===== config.mk =====
export PLATFORM = sky130hd
export DESIGN_NAME = fir_sequencer
export DESIGN_NICKNAME = d
export VERILOG_FILES = /design/src/rtl/fir_sequencer.sv
export SDC_FILE = /design/constraint.sdc
export NUM_CORES = 1
export LEC_CHECK = 0
export ABC_AREA = 1
export BUFFER_PORTS_ARGS = -buffer_cell sky130_fd_sc_hd__buf_2
export CORE_UTILIZATION = 25
export CTS_BUF_LIST = sky130_fd_sc_hd__clkbuf_4 sky130_fd_sc_hd__clkbuf_8
export DETAILED_ROUTE_END_ITERATION = 16
export REMOVE_ABC_BUFFERS = 1
export SLEW_MARGIN = 20
export SYNTH_ARGS = -nofsm -noshare
export SYNTH_HDL_FRONTEND = slang
export SYNTH_SLANG_ARGS = --single-unit

===== constraint.sdc =====
create_clock -name clk -period 3.68 [get_ports clk]
set_clock_uncertainty 0.2 [all_clocks]
set_input_delay 0.552 -clock clk [delete_from_list [all_inputs] [get_ports clk]]
set_output_delay 0.552 -clock clk [all_outputs]
set_load 0.01 [all_outputs]

===== src/rtl/fir_sequencer.sv =====
// fir_sequencer: Moore FSM driving the 4-tap FIR register-file datapath.
// Define FIR_ERR_CONTINUE_EN to let an overflow flag err but still finish the MAC.
module fir_sequencer #(
    parameter int OP_W    = 3,
    parameter int REG_W   = 4,
    parameter int COEF_R0 = 6
) (
    input  logic             clk,
    input  logic             n_rst,
    input  logic             data_ready,
    input  logic             new_coefficient_set,
    input  logic             overflow,
    output logic [OP_W-1:0]  op,
    output logic [REG_W-1:0] src1,
    output logic [REG_W-1:0] src2,
    output logic [REG_W-1:0] dest,
    output logic [1:0]       coefficient_num,
    output logic             modwait,
    output logic             err,
    output logic [1:0]       set
);

    localparam logic [OP_W-1:0] OP_NOP   = OP_W'(0);
    localparam logic [OP_W-1:0] OP_COPY  = OP_W'(1);
    localparam logic [OP_W-1:0] OP_LOAD1 = OP_W'(2);
    localparam logic [OP_W-1:0] OP_LOAD2 = OP_W'(3);
    localparam logic [OP_W-1:0] OP_ADD   = OP_W'(4);
    localparam logic [OP_W-1:0] OP_SUB   = OP_W'(5);
    localparam logic [OP_W-1:0] OP_MUL   = OP_W'(6);

    typedef enum logic [4:0] {
        IDLE, LC0, LC1, LC2, LC3, LCDONE,
        STORE, CP4, CP3, CP2, CP1,
        MUL1, CP0, MUL2, SUB1, MUL3, ADD1, MUL4, SUB2
`ifndef FIR_ERR_CONTINUE_EN
        , EIDLE
`endif
    } state_t;

    state_t state_q, state_d;
    logic   err_q, err_d;
    logic [1:0] lc_idx;

    function automatic logic [REG_W-1:0] r(input int n);
        return REG_W'(n);
    endfunction

    always_ff @(posedge clk or negedge n_rst) begin
        if (!n_rst) begin
            state_q <= IDLE;
            err_q   <= 1'b0;
        end else begin
            state_q <= state_d;
            err_q   <= err_d;
        end
    end

    always_comb begin
        state_d = state_q;
        err_d   = err_q;
        case (state_q)
`ifndef FIR_ERR_CONTINUE_EN
            EIDLE,
`endif
            IDLE: begin
                if (data_ready)               state_d = STORE;
                else if (new_coefficient_set) state_d = LC0;
            end
            LC0:    state_d = LC1;
            LC1:    state_d = LC2;
            LC2:    state_d = LC3;
            LC3:    state_d = LCDONE;
            LCDONE: state_d = IDLE;
            STORE:  state_d = CP4;
            CP4:    state_d = CP3;
            CP3:    state_d = CP2;
            CP2:    state_d = CP1;
            CP1:    state_d = MUL1;
            MUL1:   state_d = CP0;
            CP0:    state_d = MUL2;
            MUL2:   state_d = SUB1;
            SUB1:   state_d = MUL3;
            MUL3:   state_d = ADD1;
            ADD1:   state_d = MUL4;
            MUL4:   state_d = SUB2;
            SUB2:   state_d = IDLE;
            default: state_d = IDLE;
        endcase
        // Only the accumulate steps can overflow; the flag is don't-care elsewhere.
        if ((state_q == SUB1 || state_q == ADD1 || state_q == SUB2) && overflow) begin
            err_d = 1'b1;
`ifndef FIR_ERR_CONTINUE_EN
            state_d = EIDLE;
`endif
        end
        if (state_d == STORE) err_d = 1'b0;
    end

    assign lc_idx = 2'(state_q - LC0);

    always_comb begin
        op              = OP_NOP;
        src1            = '0;
        src2            = '0;
        dest            = '0;
        coefficient_num = 2'd0;
        modwait         = 1'b1;
        err             = err_q;
        set             = 2'd2;
        case (state_q)
            IDLE: modwait = 1'b0;
`ifndef FIR_ERR_CONTINUE_EN
            EIDLE: modwait = 1'b0;
`endif
            LC0, LC1, LC2, LC3: begin
                op              = OP_LOAD2;
                coefficient_num = lc_idx;
                dest            = r(COEF_R0) + REG_W'(lc_idx);
                set             = 2'd1;
            end
            LCDONE: set = 2'd0;
            STORE: begin op = OP_LOAD1; dest = r(5); end
            CP4:   begin op = OP_COPY; src1 = r(3); dest = r(4); end
            CP3:   begin op = OP_COPY; src1 = r(2); dest = r(3); end
            CP2:   begin op = OP_COPY; src1 = r(1); dest = r(2); end
            CP1:   begin op = OP_COPY; src1 = r(5); dest = r(1); end
            MUL1: begin
                op = OP_MUL; src1 = r(1); src2 = r(COEF_R0); dest = r(10);
            end
            CP0:   begin op = OP_COPY; src1 = r(10); dest = r(0); end
            MUL2: begin
                op = OP_MUL; src1 = r(2); src2 = r(COEF_R0 + 1); dest = r(10);
            end
            MUL3: begin
                op = OP_MUL; src1 = r(3); src2 = r(COEF_R0 + 2); dest = r(10);
            end
            MUL4: begin
                op = OP_MUL; src1 = r(4); src2 = r(COEF_R0 + 3); dest = r(10);
            end
            SUB1, SUB2: begin
                op = OP_SUB; src1 = r(0); src2 = r(10); dest = r(0);
            end
            ADD1: begin
                op = OP_ADD; src1 = r(0); src2 = r(10); dest = r(0);
            end
            default: modwait = 1'b0;
        endcase
    end

endmodule

Word-level counts from Yosys, hierarchy flattened
Index checks and enable logic that the tools add are counted.
{"block": "word_totals", "ff_bits": 6, "latch_bits": 0, "mem_bits_rw": 0, "mem_bits_ro": 0, "inputBits": 5, "output_inout_bits": 21, "wordCells": 52, "n_memories": 0}
{"block": "op_classes", "n_addsub": 2, "mul": 0, "div": 0, "n_lt_le_gt_ge": 0, "eq_ne": 20, "shifts": 0, "n_mux": 13, "bitwise_logic": 0, "n_reduce_logical": 15}
{"op": "case mux 5 bit (17 select lines)", "count": 1}
{"op": "equality test 5 x 4 -> 1 bit (second input constant)", "count": 8}
{"op": "case mux 4 bit (7 select lines)", "count": 1}
{"op": "equality test 5 x 3 -> 1 bit (second input constant)", "count": 5}
{"op": "case mux 4 bit (6 select lines)", "count": 1}
{"op": "equality test 5 bit (second input constant)", "count": 4}
{"op": "case mux 4 bit (5 select lines)", "count": 1}
{"op": "case mux 3 bit (6 select lines)", "count": 1}
{"op": "OR reduction 18 bit", "count": 1}
{"op": "two-way mux 5 bit", "count": 3}
{"op": "equality test 5 x 2 -> 1 bit (second input constant)", "count": 2}
{"op": "OR reduction 2 bit", "count": 5}
{"op": "OR reduction 4 bit", "count": 2}
{"op": "equality test 5 x 1 -> 1 bit (second input constant)", "count": 1}
{"op": "zero test 5 bit", "count": 1}
{"op": "OR reduction 5 bit", "count": 1}
{"op": "adder 3 x 2 -> 4 bit (first input constant)", "count": 1}
{"op": "case mux 2 bit (2 select lines)", "count": 1}
{"op": "two-way mux 1 bit", "count": 3}
{"op": "OR reduction 3 bit", "count": 1}
{"op": "logical OR 1 bit", "count": 2}
{"op": "two-way mux 2 bit", "count": 1}
{"op": "nonzero test 2 bit", "count": 1}
{"op": "subtractor 2 x 1 -> 2 bit (second input constant)", "count": 1}
{"op": "logical AND 1 bit", "count": 1}

Logic depth before layout (Yosys ltp)
{"block": "logic_depth", "depth_word": 7, "mapped_depth": 14, "mapped_depth_nobuf": 14}

Least setup slack after synthesis
Ideal clock, no wire load.
{"block": "synth_timing", "path_kind": "register -> output", "start": "register state_q[0]", "end": "output set[1]", "arrival_ns": 1.496, "t_required_ns": 2.928, "path_slack_ns": 1.432, "stages_incl_launch_ff": 8, "n_path_buf": 0, "path_cell_list": "dfrtp_1 -> inv_1 -> ha_1 -> o21ai_1 -> nor2_1 -> nor2_2 -> inv_1 -> a21oi_1"}
{"block": "synth_between", "elab_chain_len": 3, "elab_cells_between_ends": 7, "classes_between": "eq/ne (5); mux (1); reduce/logical (1)"}
{"element": "from (decl)", "line_no": "40", "source": "state_t state_q, state_d;"}
{"element": "from (signal assigned)", "line_no": "53", "source": "state_q <= state_d;"}
{"element": "equality test 5 x 3 -> 1 bit (tied with other cells)", "line_no": "110", "source": "case (state_q)"}
{"element": "OR reduction 4 bit", "line_no": "110"}
{"element": "case mux 2 bit (2 select lines) *", "line_no": "110"}
{"element": "to (decl)", "line_no": "20", "source": "output logic [1:0] set"}
Mark *: on every way between the ends. The rest lies on a longest branch, timed or not.

Final worst setup path
{"block": "layout_timing", "start": "register state_q[0]", "end": "output dest[1]"}
{"block": "layout_between", "elab_chain_len": 3, "elab_cells_between_ends": 18, "classes_between": "add/sub (2); eq/ne (13); mux (1); reduce/logical (2)"}
{"element": "subtractor 2 x 1 -> 2 bit (tied with other cells)", "line_no": "99", "source": "assign lc_idx = 2'(state_q - LC0);"}
{"element": "adder 3 x 2 -> 4 bit (tied with other cells)", "line_no": "118", "source": "dest = r(COEF_R0) + REG_W'(lc_idx);"}
{"element": "case mux 4 bit (7 select lines) *", "line_no": "110"}
{"element": "to (decl)", "line_no": "16", "source": "output logic [REG_W-1:0] dest,"}
Marks and branches as above.

==> metrics.md <==
| Metric | Value |
|---|---|
| WS Path Type | `flip-flop to output port` |
| Crit path required time | `2.93 ns` |
| R2R Setup Slk | `1.72 ns` |
| Reg2reg start | `state_q[0]$_DFF_PN0_` |
| Cts repair resizes | `0` |
| Post-synth top flop | `dfrtp_1` |
| Mean Syn Cell Area | `6.18 sq um` |
| # clock sinks | `6` |
| Row Count | `20` |
| Worst EP arrival | `2.00 ns` |
| Int Power | `0.447 mW` |
| CTS tree | `built` |
| Worst r2r path cells | `14` |
| Max Slew Vio Count | `0` |
| Vias | `912` |
| Worst Hold End | `err$_DFFE_PN0P_` |
| WL per Instance | `11.1 um` |
| Mapped Cells | `134` |
| Yosys top cell by area | `dfrtp_1` |
| Leakage | `0.653 nW` |
| Share of the synthesized area in the top cell type | `18.1%` |
| Share of power burned in registers | `14.3%` |
| Crit path launch type | `flip-flop` |
| Synth Cell Area | `828 sq um` |
| Reg-to-Reg End | `err$_DFFE_PN0P_` |
| Core area | `0.00310 sq mm` |
| CTS root buffer | `clkbuf_4` |
| Overall routing resource usage | `14.1%` |
| Synth warnings | `0` |
| Multi-input gate area | `563 sq um` |
| Slew @ Worst Pin | `0.455 ns` |
| Fin nets | `172` |
| Comb power frac | `80.1%` |
| Total power | `1.05 mW` |
| CP most frequent cell | `inv_1` |
| CP peak stage delay | `0.44 ns` |
| Die area | `0.00355 sq mm` |
| GRT overflow | `0` |
| Crit path cell chain | `inv_1 -> ha_1 -> o21ai_1 -> nor2_1 -> nor2_2 -> inv_1 -> nand2_1 -> nand3_1 -> buf_2` |
| Fmax | `364 MHz` |
| I/O pin count | `26` |
| Vias/cell | `4.45` |
| Max-cap viol count | `0` |
| Crit path max fanout | `7` |
| FF/Latch Area | `150 sq um` |
| RSZ-0062 raised after global routing | `no` |
| CTS Hold Bufs | `1` |
| PD cells | `1030 mW/mm^2` |
| Fillers | `378` |
| Final Hold Vio Count | `0` |
| Drt pass-1 iters | `4` |
| Post-synth EDFFs | `0` |
| Clock transition at the registers of the reported paths | `0.05 ns` |
| Post-route setup TNS | `0 ns` |
| Relative slew slack | `69.6%` |
| Area growth syn-to-layout | `23.4%` |
| Die Span Y | `59.6 um` |
| Post-CTS Setup Inserts | `0` |
| Share of post-route cells with drive strength above 1 | `32.9%` |
| HP Start | `err$_DFFE_PN0P_` |
| H-tree levels | `1` |
| Seq/Total Area, Yosys | `18.1%` |
| Total CTS buffers | `3` |
| Clock power frac | `5.7%` |
| Final WL | `2280 um` |
| Initial Utilization | `26.7%` |
| First-pass GRT wire length | `3790 um` |
| Largest net degree at the start of global routing | `11` |
| Detailed Route Iter0 Violations | `40` |
| Worst-Skew Late Latency | `0.24 ns` |
| Vias in the first global route | `812` |
| Hold depth | `2` |
| Synth async-reset ratio | `100%` |
| Setup Viol. Count Final | `0` |
| Die X | `59.6 um` |
| Synth area leaders | `dfrtp_1 18%, nand2_1 13%, inv_1 9.1%` |
| Synth unique cells | `25` |
| Final HPWL DP | `1940 um` |
| Peak VDD IR | `224 uV` |
| Hold Path Class | `flip-flop to flip-flop` |
| Critical path capture point type | `output port` |
| Slowest-stage cell, CP | `dfrtp_1` |
| FF+latch count, synth | `6` |
| Initial antenna violation count | `0` |
| # DRC | `0` |
| Routed Antenna Nets | `0` |
| Sw frac | `57.6%` |
| Switch Pwr | `0.607 mW` |
| Final Cycle Share | `74.7%` |
| Outcome | `finished clean` |
| Routability cong. | `0.929` |
| CTS max path bufs | `2` |
| Most common cell in the netlist | `nand2_1` |
| IO buf count | `25` |
| Tmin final | `2.75 ns` |
| List of most frequent post-synthesis cells | `28 x nand2_1, 20 x inv_1, 20 x nor2_1` |
| Ant. Diodes | `0` |
==> power groups by stage <==
stage               combinational (mW)  clock [mW]  sequential [mW]
floorplan                        0.584           0            0.139
finish                           0.844      0.0598            0.150
CTS                              0.850      0.0637            0.151
global route                     0.954      0.0643            0.158
global placement                 0.850           0            0.149
detailed placement               0.846           0            0.152
==> registers in the layout (all words and copies together), names as in the netlist <==
name / count
state_q: 5
err: 1
==> routing by layer <==
metal	vias to the layer above	track usage (%)	share of wire, %
li1	480	-	-
met1	390	19.0	44
met2	40	23.8	48
met3	2	1.97	7.3
met4	0	3.32	0.39
met5	-	0	0
==> logic make-up (layout without fill, tap and decap cells) <==
kind of cell | count (synthesis) | count (layout) | share of synthesized area [%]
compound gates | 13 | 13 | 9.22
fa+ha+maj | 4 | 4 | 6.04
buf+inv | 27 | 54 | 13.9
flops | 6 | 6 | 18.1
simple gates | 84 | 84 | 52.7
==> cells in the final DEF (no fill, tap or decap), drive strengths merged, types with 2 or more instances in the layout <==
master / instances
o21ai: 6
dfrtp: 6
clkbuf: 3
buf: 25
inv: 25
nand2: 40
a21oi: 3
ha: 4
nand4: 2
nand3: 16
nor2: 25
==> final cells by class <==
type	count	share of cell area, %
Multi-Input combinational cell	101	55.1
Timing Repair Buffer	26	13.2
Inverter	25	9.42
Tap cell	44	5.39
Sequential cell	6	14.7
Clock buffer	3	2.20
==> worst max-delay path by stage <==
stage	start	endpoint	slack, ns
2_1_floorplan	state_q[0]$_DFF_PN0_	set[1]	1.43
4_1_cts	state_q[0]$_DFF_PN0_	dest[1]	0.93
5_1_grt	state_q[0]$_DFF_PN0_	dest[1]	0.70
3_3_place_gp	state_q[0]$_DFF_PN0_	dest[1]	1.23
6_report	state_q[0]$_DFF_PN0_	dest[1]	0.93
3_5_place_dp	state_q[0]$_DFF_PN0_	dest[1]	1.20
==> metrics by stage <==
step / setup slack [ns] / util, % / instances / hold slack [ns] / instance area (sq um)
after floorplan: 1.43 / - / 132 / 0.0564 / 810
final: 0.929 / 32.9 / 205 / 0.268 / 1020
after global routing: 0.699 / 32.9 / 205 / 0.305 / 1020
after CTS: 0.931 / 32.9 / 205 / 0.280 / 1020
after global placement: 1.23 / 31.9 / 201 / 0.183 / 990
after detailed placement: 1.20 / 31.9 / 201 / 0.187 / 990
==> critical path, delay by kind of cell (launching register included) <==
family          cells  cell delay (ns)
fa+ha+maj           1             0.23
compound gates      1             0.21
simple gates        4             0.53
buf+inv             3             0.34
flops               1             0.44
(Power assumes the default switching activity.)
